$ cat src/rtl/multi_tone_generator.sv
// Multi-channel tone generator: per-channel programmable period/duty in ns,
// one-cycle tick at each period wrap, PWM wave and a popcount mix output.
module multi_tone_generator #(
  parameter int unsigned CHANNELS = 4,
  parameter int unsigned PERIOD_W = 32,
  parameter int unsigned CLK_NS   = 20,
  localparam int unsigned CH_W    = (CHANNELS > 1) ? $clog2(CHANNELS) : 1,
  localparam int unsigned MIX_W   = $clog2(CHANNELS + 1)
) (
  input  logic                clk,
  input  logic                rst_n,
  input  logic                cfg_we,
  input  logic [CH_W-1:0]     cfg_ch,
  input  logic                cfg_en,
  input  logic [PERIOD_W-1:0] cfg_period,
  input  logic [PERIOD_W-1:0] cfg_duty,
  output logic [CHANNELS-1:0] wave,
  output logic [CHANNELS-1:0] tick,
  output logic [MIX_W-1:0]    mix
);

  localparam logic [PERIOD_W:0] INC = (PERIOD_W + 1)'(CLK_NS);

  logic [CHANNELS-1:0]               en_q, en_d, tick_d, wave_d;
  logic [CHANNELS-1:0][PERIOD_W-1:0] ph_q, ph_d;
  logic [CHANNELS-1:0][PERIOD_W-1:0] psh_q, psh_d, dsh_q, dsh_d;
  logic [CHANNELS-1:0][PERIOD_W-1:0] pact_q, pact_d, dact_q, dact_d;
  logic [MIX_W-1:0]                  mix_d;
  logic [PERIOD_W:0]                 nxt;
  logic                              wr;

  always_comb begin
    en_d   = en_q;
    ph_d   = ph_q;
    psh_d  = psh_q;
    dsh_d  = dsh_q;
    pact_d = pact_q;
    dact_d = dact_q;
    tick_d = '0;
    wave_d = '0;
    mix_d  = '0;
    nxt    = '0;
    wr     = 1'b0;
    for (int unsigned i = 0; i < CHANNELS; i++) begin
      wr = cfg_we && (32'(cfg_ch) == i);
      if (wr) begin
        en_d[i]  = cfg_en;
        psh_d[i] = cfg_period;
        dsh_d[i] = cfg_duty;
      end
      if (wr && cfg_en && !en_q[i]) begin
        pact_d[i] = cfg_period;
        dact_d[i] = cfg_duty;
        ph_d[i]   = '0;
      end else if (!en_q[i] || (wr && !cfg_en) || (pact_q[i] == '0)) begin
        ph_d[i] = '0;
      end else begin
        // Wrap reloads from the shadow values as they stood before any
        // same-cycle write, so a concurrent write lands one period later.
        nxt       = {1'b0, ph_q[i]} + INC;
        wave_d[i] = (ph_q[i] < dact_q[i]);
        if (nxt >= {1'b0, pact_q[i]}) begin
          ph_d[i]   = '0;
          tick_d[i] = 1'b1;
          pact_d[i] = psh_q[i];
          dact_d[i] = dsh_q[i];
        end else begin
          ph_d[i] = nxt[PERIOD_W-1:0];
        end
      end
      mix_d = mix_d + MIX_W'(wave_d[i]);
    end
  end

  always_ff @(posedge clk) begin
    if (!rst_n) begin
      en_q   <= '0;
      ph_q   <= '0;
      psh_q  <= '0;
      dsh_q  <= '0;
      pact_q <= '0;
      dact_q <= '0;
      wave   <= '0;
      tick   <= '0;
      mix    <= '0;
    end else begin
      en_q   <= en_d;
      ph_q   <= ph_d;
      psh_q  <= psh_d;
      dsh_q  <= dsh_d;
      pact_q <= pact_d;
      dact_q <= dact_d;
      wave   <= wave_d;
      tick   <= tick_d;
      mix    <= mix_d;
    end
  end

endmodule

$ cat config.mk
export PLATFORM = sky130hd
export DESIGN_NAME = multi_tone_generator
export DESIGN_NICKNAME = d
export VERILOG_FILES = /design/src/rtl/multi_tone_generator.sv
export SDC_FILE = /design/constraint.sdc
export NUM_CORES = 2
export LEC_CHECK = 0
export CAP_MARGIN = 20
export CORE_MARGIN = 5
export CORE_UTILIZATION = 35
export DETAILED_ROUTE_END_ITERATION = 6
export PLACE_DENSITY_LB_ADDON = 0.25
export REMOVE_ABC_BUFFERS = 1
export SYNTH_ARGS = -nofsm -noshare
export SYNTH_HDL_FRONTEND = slang
export SYNTH_SLANG_ARGS = --single-unit
$ cat constraint.sdc
create_clock -name clk -period 4.25 [get_ports clk]
set_clock_uncertainty 0.05 [all_clocks]
set_input_delay 0.6375 -clock clk [delete_from_list [all_inputs] [get_ports clk]]
set_output_delay 0.6375 -clock clk [all_outputs]
set_load 0.01 [all_outputs]
==> reports/qor.txt <==
Vias in the first global route: 26137
Ys flop type: dfxtp_1
First-pass GRT wire length: 162300 um
GP Congestion: 0.8807
Die ar.: 98140 um2
Fin area: 37330 um2
Post-detail-place hpwl: 72460 um
Synth cell types: 71
Worst skew pair latency: 0.63 ns
Slew Viols, Final: 0
CTS root buf: clkbuf_16
# Max-Cap Violations: 0
Area after DPL: 34530 um2
Sum Neg Setup Slack: 0 ns
DIE WIDTH: 313.3 um
Crit path required time: 4.68 ns
Worst-path clk slew: 0.06 ns
Clk pwr share: 46.1%
CP startpoint kind: flop
Cells after Synth: 3971
Initial DRC Count: 2325
Least-Margin Pin Slew: 0.8902 ns
Synth Register Bits: 647
Async SR Flop Fraction: 0%
Number of port buffers: 80
Final setup vio count: 0
All-Layer GR Usage: 20.96%
Longest Clk Path Bufs: 3
PwrDens: 384.2 nW/um2
Sequential-to-total area share from yosys stat: 40.23%
Syn. warnings: 0
Drt pass-1 iters: 6
Grt ovf: 0
CTS Sinks: 647
Hold_ws: 0.4021 ns
Initial antenna violation count: 1
Core outline area: 91520 um2
Remaining antenna violation count: 0
P_int: 10.59 mW
CP endpoint kind: flop
Net Sw Power: 3.751 mW
Max frequency: 245.9 MHz
DRC viols: 0
TritonCTS clock tree: done
Syn-to-layout area delta: 15.97%
Total Wirelength: 105700 um
Post-synth EDFFs: 0
CP Class: flop to flop
Initial Util: 35.17%
WL/cell: 20.27 um
CP max FO: 16
VDD IR max: 230.7 uV
Total number of vias: 27706
Sequential share of power: 44.1%
Antenna Cells: 0
Row count: 111
Netlist Area Pre-Place: 32190 um2
Worst Path Arrival: 4.49 ns
Die H: 313.3 um
H-tree depth: 3
Cts bufs inserted: 75
Slew headroom: 40.66%
I/O pins: 81
Net Sw Frac: 26.16%
Routed vias/inst: 5.313
Hold Vio Cnt, Final: 0
Final worst path period need: 4.067 ns
Final nets: 4288
Combinational fraction of design power: 9.8%
Largest net degree at the start of global routing: 73
Hold Path Class: flop to flop
Synthesized area per cell: 8.107 um2
Status: finished clean
CTS Hold Bufs: 0
Lkg Pwr: 14.67 nW
Layout cells sized above 1: 8.637%
Final Cycle Share: 95.70%
-- cells in the final DEF (no fill, tap or decap), types with 6 or more instances in the layout --
cell and instances:
nor3_1 54, and3_2 6, o21a_1 9, buf_12 22
clkbuf_16 80, clkbuf_8 19, or2_2 7, and4_1 23
clkinv_2 13, nand2_1 781, nor2_1 97, dfxtp_1 640
a21oi_1 393, mux2i_1 99, a21o_1 50, nand4_1 68
a211oi_1 6, xnor2_1 70, o21ai_1 16, buf_4 101
ha_1 246, a311oi_1 32, nor4_1 34, clkdlybuf4s50_1 79
clkbuf_1 17, o211ai_1 9, and3_1 37, xor2_1 40
o221ai_1 33, o221ai_2 29, nand3_1 105, buf_6 6
o21ai_0 214, a31oi_1 71, and2_1 14, inv_1 300
nor2b_1 95
-- through the flow --
step                      util, %  total power [mW]  std cells  worst slack [ns]
final                       40.79             14.34       5215            0.1825
after CTS                   40.48             14.46       5205          0.002007
after global routing        40.79             14.87       5215          -0.04660
after detailed placement    37.73             7.846       5070           -0.1978
after global placement      37.73             7.827       5070           -0.1982
after floorplan                 -             7.133       3683            -8.572
-- cells by family (layout without fill, tap and decap cells) --
| logic type | Yosys count | in the layout | share of synthesized area [%] |
|---|---|---|---|
| AOI/OAI and AO/OA | 904 | 904 | 17.06 |
| xor gates and xnor gates | 112 | 112 | 3.047 |
| adders and majority gates | 247 | 247 | 9.623 |
| buffers and inverters | 589 | 647 | 7.330 |
| DFF | 647 | 647 | 40.23 |
| muxes | 102 | 102 | 3.172 |
| and+or+nand+nor | 1370 | 1370 | 19.53 |
-- Yosys cell counts (6+ instances only) --
master    count  area, um2
and4_1       23      201.4
inv_1       301       1130
o221ai_2     29      435.4
nor2_1      102      382.9
nor3_1       57      285.3
and2_1       15      93.84
o21a_1       10      75.07
buf_2        11      55.05
buf_6         8      90.09
mux2i_1     102       1021
nor4_1       35      219.0
nor3b_1       7      52.55
or2_2         7      43.79
nand3_1     108      540.5
xnor2_1      71      621.9
buf_1        22      82.58
a311oi_1     32      280.3
a211oi_1      6      45.04
buf_4         7      52.55
a31oi_1      71      444.2
o221ai_1     34      297.8
nor2b_1      95      594.3
nand4_1      68      425.4
and3_1       38      237.7
a21o_1       50      375.4
dfxtp_1     647      12950
o21ai_1      16      80.08
o21ai_0     216       1081
nand2_1     782       2935
o211ai_1      9      67.56
a21oi_1     394       1972
xor2_1       41      359.1
ha_1        246       3078
clkbuf_1    237      889.6
-- timing repair --
action | in CTS | in global routing
hold endpoints to repair | 0 | 0
endpoints found under the setup margin | 107 | 372
pin swaps | 2 | 15
gates cloned | 0 | 3
buffers inserted | 0 | 7
resized for setup | 3 | 42
-- final cells by class --
class / instances / area [um2]
inverters: 301 / 1137
well taps: 1186 / 1484
fillers: 9271 / 54190
clock buffers: 113 / 2252
repair buffers: 211 / 2132
multi-input cells: 2735 / 17110
clock inverters: 22 / 250.2
flip-flops and latches: 647 / 12970
-- power by group through the flow --
| stage | Clock, mW | Combinational [mW] | Sequential, mW |
|---|---|---|---|
| finish | 6.61 | 1.40 | 6.33 |
| global route | 6.99 | 1.53 | 6.35 |
| CTS | 6.74 | 1.39 | 6.33 |
| detailed placement | 0 | 1.38 | 6.46 |
| global placement | 0 | 1.37 | 6.46 |
| floorplan | 0 | 0.703 | 6.43 |
-- sequential cells by signal, summed over array words and instances, names as in the netlist --
signal	cells
dact_q	128
dsh_q	128
pact_q	128
psh_q	128
ph_q	120
en_q	4
tick	4
wave	4
mix	3
-- final timing paths --
| check | startpoint | end | slack [ns] | depth (start not counted) |
|---|---|---|---|---|
| min | dsh_q[104] | dsh_q[104] | 0.40 | 2 |
| max | ph_q[105] | dact_q[116] | 0.18 | 19 |
| max reg2reg | ph_q[105] | dact_q[116] | 0.18 | 19 |
| min reg2reg | dsh_q[104] | dsh_q[104] | 0.40 | 2 |
-- per-layer routing --
metal / vias up / global-route usage (%) / wire length (um)
li1: 13594 / - / -
met2: 670 / 32.32 / 45730
met4: 0 / 5.066 / 2448
met5: - / 0 / 0
met1: 13318 / 31.25 / 52230
met3: 124 / 2.460 / 5294
-- worst max-delay path, cell delays in order, from the launching register on --
cell     delay (ns)
dfxtp_1        0.33
nand4_1        0.15
nor4b_2        0.36
buf_4          0.19
and2_1         0.17
buf_4          0.13
nand4_1        0.13
xnor2_2        0.18
ha_1           0.29
nand4_1        0.13
nor4_1         0.07
buf_4          0.14
a31oi_1        0.17
buf_4          0.14
o21ai_1        0.11
o41ai_4        0.50
buf_4          0.22
buf_12         0.18
mux2i_1        0.19
o21ai_0        0.09
Power figures use the tool's default switching activity.
